File: config.mk
export PLATFORM = sky130hd
export DESIGN_NAME = delay_pipe
export DESIGN_NICKNAME = d
export VERILOG_FILES = /design/src/rtl/ecs_pkg.sv /design/src/rtl/pipe_stage.sv /design/src/rtl/delay_pipe.sv
export SDC_FILE = /design/constraint.sdc
export NUM_CORES = 1
export LEC_CHECK = 0
export CORE_ASPECT_RATIO = 0.75
export CORE_UTILIZATION = 50
export CTS_CLUSTER_SIZE = 16
export DETAILED_ROUTE_END_ITERATION = 6
export GPL_TIMING_DRIVEN = 0
export HOLD_SLACK_MARGIN = 0.08
export PLACE_DENSITY = 0.75
export SLEW_MARGIN = 20
export SYNTH_ARGS = -nofsm -noshare
export SYNTH_HDL_FRONTEND = slang
export SYNTH_SLANG_ARGS = --single-unit
export TNS_END_PERCENT = 1
File: constraint.sdc
create_clock -name clk -period 2.4 [get_ports clk]
set_clock_uncertainty 0.05 [all_clocks]
set_input_delay 0.36 -clock clk [delete_from_list [all_inputs] [get_ports clk]]
set_output_delay 0.36 -clock clk [all_outputs]
set_load 0.03 [all_outputs]
File: src/rtl/ecs_pkg.sv
// Shared helpers for the electrochemical workstation datapath.
// Width derivation and tap clamping reused by tap-selectable blocks.
package ecs_pkg;

    // Bits needed to hold any value 0..depth inclusive.
    function automatic int unsigned tap_width(input int unsigned depth);
        return (depth < 1) ? 1 : $clog2(depth + 1);
    endfunction

    // Map a raw tap request onto the legal range 1..depth.
    function automatic int unsigned clamp_tap(
        input int unsigned sel,
        input int unsigned depth
    );
        if (sel == 0)
            return 1;
        if (sel > depth)
            return depth;
        return sel;
    endfunction

endpackage

File: src/rtl/pipe_stage.sv
// One delay-line stage: data plus valid flag, with enable and
// synchronous clear back to the reset value.
module pipe_stage #(
    parameter int unsigned      WIDTH     = 8,
    parameter logic [WIDTH-1:0] RESET_VAL = {WIDTH{1'b0}}
) (
    input  logic             clk,
    input  logic             rst,
    input  logic             clr,
    input  logic             en,
    input  logic [WIDTH-1:0] d,
    input  logic             d_valid,
    output logic [WIDTH-1:0] q,
    output logic             q_valid
);

    always_ff @(posedge clk) begin
        if (rst || clr) begin
            q       <= RESET_VAL;
            q_valid <= 1'b0;
        end else if (en) begin
            q       <= d;
            q_valid <= d_valid;
        end
    end

endmodule

File: src/rtl/delay_pipe.sv
// Programmable-length delay line with per-stage valid, flush,
// fill tracking and a combinational output tap.
module delay_pipe
    import ecs_pkg::*;
#(
    parameter int unsigned      WIDTH     = 8,
    parameter int unsigned      DEPTH     = 4,
    parameter logic [WIDTH-1:0] RESET_VAL = {WIDTH{1'b0}},
    parameter int unsigned      TAP_W     = tap_width(DEPTH)
) (
    input  logic             clk,
    input  logic             rst,
    input  logic             en,
    input  logic             flush,
    input  logic [WIDTH-1:0] din,
    input  logic             din_valid,
    input  logic [TAP_W-1:0] tap_sel,
    output logic [WIDTH-1:0] dout,
    output logic             dout_valid,
    output logic             primed,
    output logic [TAP_W-1:0] fill_cnt
);

    localparam logic [TAP_W-1:0] FILL_MAX = TAP_W'(DEPTH);

    logic [WIDTH-1:0] data  [DEPTH];
    logic             valid [DEPTH];
    logic [TAP_W-1:0] tap_eff;

    for (genvar k = 0; k < DEPTH; k++) begin : g_stage
        logic [WIDTH-1:0] d_in;
        logic             v_in;

        if (k == 0) begin : g_head
            assign d_in = din;
            assign v_in = din_valid;
        end else begin : g_link
            assign d_in = data[k-1];
            assign v_in = valid[k-1];
        end

        pipe_stage #(
            .WIDTH     (WIDTH),
            .RESET_VAL (RESET_VAL)
        ) u_stage (
            .clk     (clk),
            .rst     (rst),
            .clr     (flush),
            .en      (en),
            .d       (d_in),
            .d_valid (v_in),
            .q       (data[k]),
            .q_valid (valid[k])
        );
    end

    // Counts enabled shifts, not valid entries; saturates at DEPTH.
    always_ff @(posedge clk) begin
        if (rst || flush)
            fill_cnt <= '0;
        else if (en && (fill_cnt != FILL_MAX))
            fill_cnt <= fill_cnt + TAP_W'(1);
    end

    always_comb begin
        tap_eff = TAP_W'(clamp_tap(32'(tap_sel), DEPTH));
    end

    // Tap t selects stage t-1; clamp guarantees exactly one hit.
    always_comb begin
        dout       = RESET_VAL;
        dout_valid = 1'b0;
        for (int k = 0; k < DEPTH; k++) begin
            if (tap_eff == TAP_W'(k + 1)) begin
                dout       = data[k];
                dout_valid = valid[k];
            end
        end
    end

    assign primed = (fill_cnt >= tap_eff);

endmodule

==> impl_metrics.json <==
{
  "outcome": "complete, no violations",
  "final_util_pct": 67.4,
  "crit_family": "buffers and inverters",
  "dr.pass1.iters": 4,
  "powerDensity_nw_per_um2": 564,
  "final_cells": 260,
  "reg2reg_depth": 5,
  "cts_hold_buf": 0,
  "drive_above_1_share_pct": 12.3,
  "root_buffer": "clkbuf_8",
  "totalWireLength_mm": 4.01,
  "critPathMaxFanout": 10,
  "portBuffers": 27,
  "vdd_drop_max_mv": 0.356,
  "crit_top_cell": "buf_6",
  "synthSimpleGateAreaFrac_pct": 11.9,
  "ys_warn_count": 0,
  "coreArea_um2": 3380,
  "worst-path-buf-inv": 4,
  "min_to": "g_stage[3].u_stage.q[2]",
  "ctsHtreeMaxLevel": 2,
  "clkLatencyLatePin_ns": 0.29,
  "pin_count": 29,
  "setup_viol": 0,
  "final_common_cell": "nor2_1",
  "muxShareOfSynthArea_pct": 25.4,
  "antenna_found_initial": 0,
  "fin_crit_sh_pct": 98.1,
  "cts_sinks": 39,
  "gp_congestion": 0.726,
  "netlist_instances": 182,
  "clk_pin_slew_ns": 0.08,
  "cts_tree": "done",
  "tns_ns": 0,
  "slew_headroom_pct": 60.5,
  "crit_type": "in2out",
  "nets": 239,
  "fmax_mhz": 425,
  "antenna_cells": 0,
  "ys_ff_latch": 39,
  "hold_depth": 2,
  "synth_top_area_share_pct": 43.1,
  "rows": 18,
  "ant_nets": 0,
  "multi_input_area_um2": 913,
  "slew_violations": 0,
  "initial_core_util_pct": 53.6,
  "drc": 0,
  "synth_xor_area_share_pct": 0.483,
  "maxCapViolations": 0,
  "post_synth.cell_area_avg_um2": 9.95,
  "place_hpwl_mm": 2.71,
  "die_h_um": 54.1,
  "cts_buffer_depth": 2,
  "crit_slowest_cell": "maj3_2",
  "yosysSeqAreaShare_pct": 43.1,
  "r2r-start": "fill_cnt[0]",
  "cp.required_ns": 1.99,
  "routedWlPerCell_um": 15.4,
  "ys_types": 21,
  "fillCellCount": 269,
  "syn-num-nets": 202,
  "fin_crit_ns": 2.35,
  "power_mw": 1.28,
  "syn2layout_area_growth_pct": 25.7,
  "synth_compound_gate_area_share_pct": 9.05,
  "path_cells": "dlygate4sd2_1, buf_6, buf_8, a21oi_2, ha_1, nand2b_1, maj3_2, a21o_1, buf_6",
  "overflow": 0,
  "hp-class": "reg2reg",
  "first_iter_violations": 68,
  "synthAdderAreaFrac_pct": 3.38,
  "gr-usage-all-layers_pct": 22.6,
  "p_leak_nw": 1.13,
  "route.vias.total": 1398,
  "rsz0062_at_grt": "true",
  "synthTopCellsByArea": "dfxtp_1, mux2i_1, nor2_1, a21o_1, a211oi_1",
  "slowest_delay_ns": 0.29,
  "seq_area_um2": 781,
  "synth_area_um2": 1810,
  "worstMarginPinSlew_ns": 0.593,
  "synth_top_family_by_area": "multiplexers",
  "grt_max_degree": 13,
  "regToRegSetupSlack_ns": 1.03,
  "netlist.top_cell.by_area": "dfxtp_1",
  "die_w_um": 71.5,
  "dp_cells": 249,
  "r2r-end": "fill_cnt[1]",
  "numCtsBuffers": 5,
  "grt_pass1_vias": 1335,
  "worstSetupStartpointType": "input port",
  "viasPerCell": 5.38,
  "die_area_um2": 3870,
  "grt_pass1_wl_mm": 6.40,
  "hold_path.startpoint": "g_stage[3].u_stage.q[2]",
  "mostFrequentLayoutCells": "nor2_1, mux2i_1, dfxtp_1, clkdlybuf4s50_1, a21o_1",
  "arrival_ns": 1.94,
  "endpoint_kind": "output port",
  "finalHoldViolCount": 0
}
## report_power, final
| group | internal, mW | switching (mW) | leakage (nW) |
|---|---|---|---|
| Combinational | 0.0917 | 0.0959 | 0.775 |
| Sequential | 0.654 | 0.00672 | 0.315 |
| Clock | 0.203 | 0.233 | 0.0412 |
| Total | 0.949 | 0.336 | 1.13 |
## synthesized netlist by cell type
cell      number
buf_8          1
a21boi_2       1
a21oi_1        2
nand2b_1       2
a21o_1        10
buf_2          1
dfxtp_1       39
clkbuf_1       4
mux2i_1       46
inv_2          1
ha_1           4
maj3_2         1
buf_6          5
xnor2_1        1
nor2_1        47
or2_1          1
a211oi_1       9
and4b_1        1
inv_1          3
nor3_2         1
buf_4          2
## metrics by stage
step           worst slack (ns)  cell area, µm²  hold slack, ns
2_1_floorplan             0.285            1810           0.411
3_3_place_gp             -0.870            2130           0.424
3_5_place_dp             -0.902            2130           0.442
4_1_cts                  -0.168            2250           0.461
5_1_grt                 -0.0475            2280           0.491
6_report                 0.0454            2280           0.459
## routing by layer
metal,vias to the layer above,part of all wire [%],wire [µm],global-route usage [%]
met5,-,0,0,0
met4,0,0.85,34,6.54
met3,7,5.0,199,6.93
met2,37,45,1790,36.0
met1,661,49,1980,30.0
li1,693,-,-,-
## what timing repair did
item                                    4_1_cts  5_1_grt
setup buffers                                 2        1
gates resized for setup                      17       11
pin swaps                                     0        1
endpoints found under the setup margin       10       10
gates cloned                                  0        0
## cells by family (layout without fill, tap and decap cells)
kind of cell    count (synthesis)  after routing
xor+xnor                        1              1
buf+inv                        17             55
mux                            46             46
compound gates                 22             22
flops                          39             39
simple gates                   52             52
fa+ha+maj                       5              5
## tightest hold or removal path: stages, from the launching register on
cell and delay, ns:
dfxtp_1 0.34, mux2i_1 0.07, nor2_1 0.07
## final cells by class
type	count	share of cell area [%]
Multi-Input combinational cell	126	40.1
Sequential cell	39	34.3
Timing Repair Buffer	30	13.4
Buffer	13	5.66
Clock buffer	6	3.19
Tap cell	40	2.20
Inverter	4	0.659
Clock inverter	2	0.549
## sequential cells by signal, summed over array words and instances, names as in the netlist
| register | cells |
|---|---|
| g_stage.u_stage.q | 32 |
| g_stage.u_stage.q_valid | 4 |
| fill_cnt | 3 |
## worst max-delay path by stage
| stage | from | end | cells past startpoint |
|---|---|---|---|
| 3_5_place_dp | tap_sel[2] | primed | 8 |
| 5_1_grt | tap_sel[1] | primed | 9 |
| 2_1_floorplan | tap_sel[1] | primed | 7 |
| 3_3_place_gp | tap_sel[2] | primed | 8 |
| 4_1_cts | tap_sel[2] | primed | 8 |
| 6_report | tap_sel[1] | primed | 9 |
(Power assumes the default switching activity.)
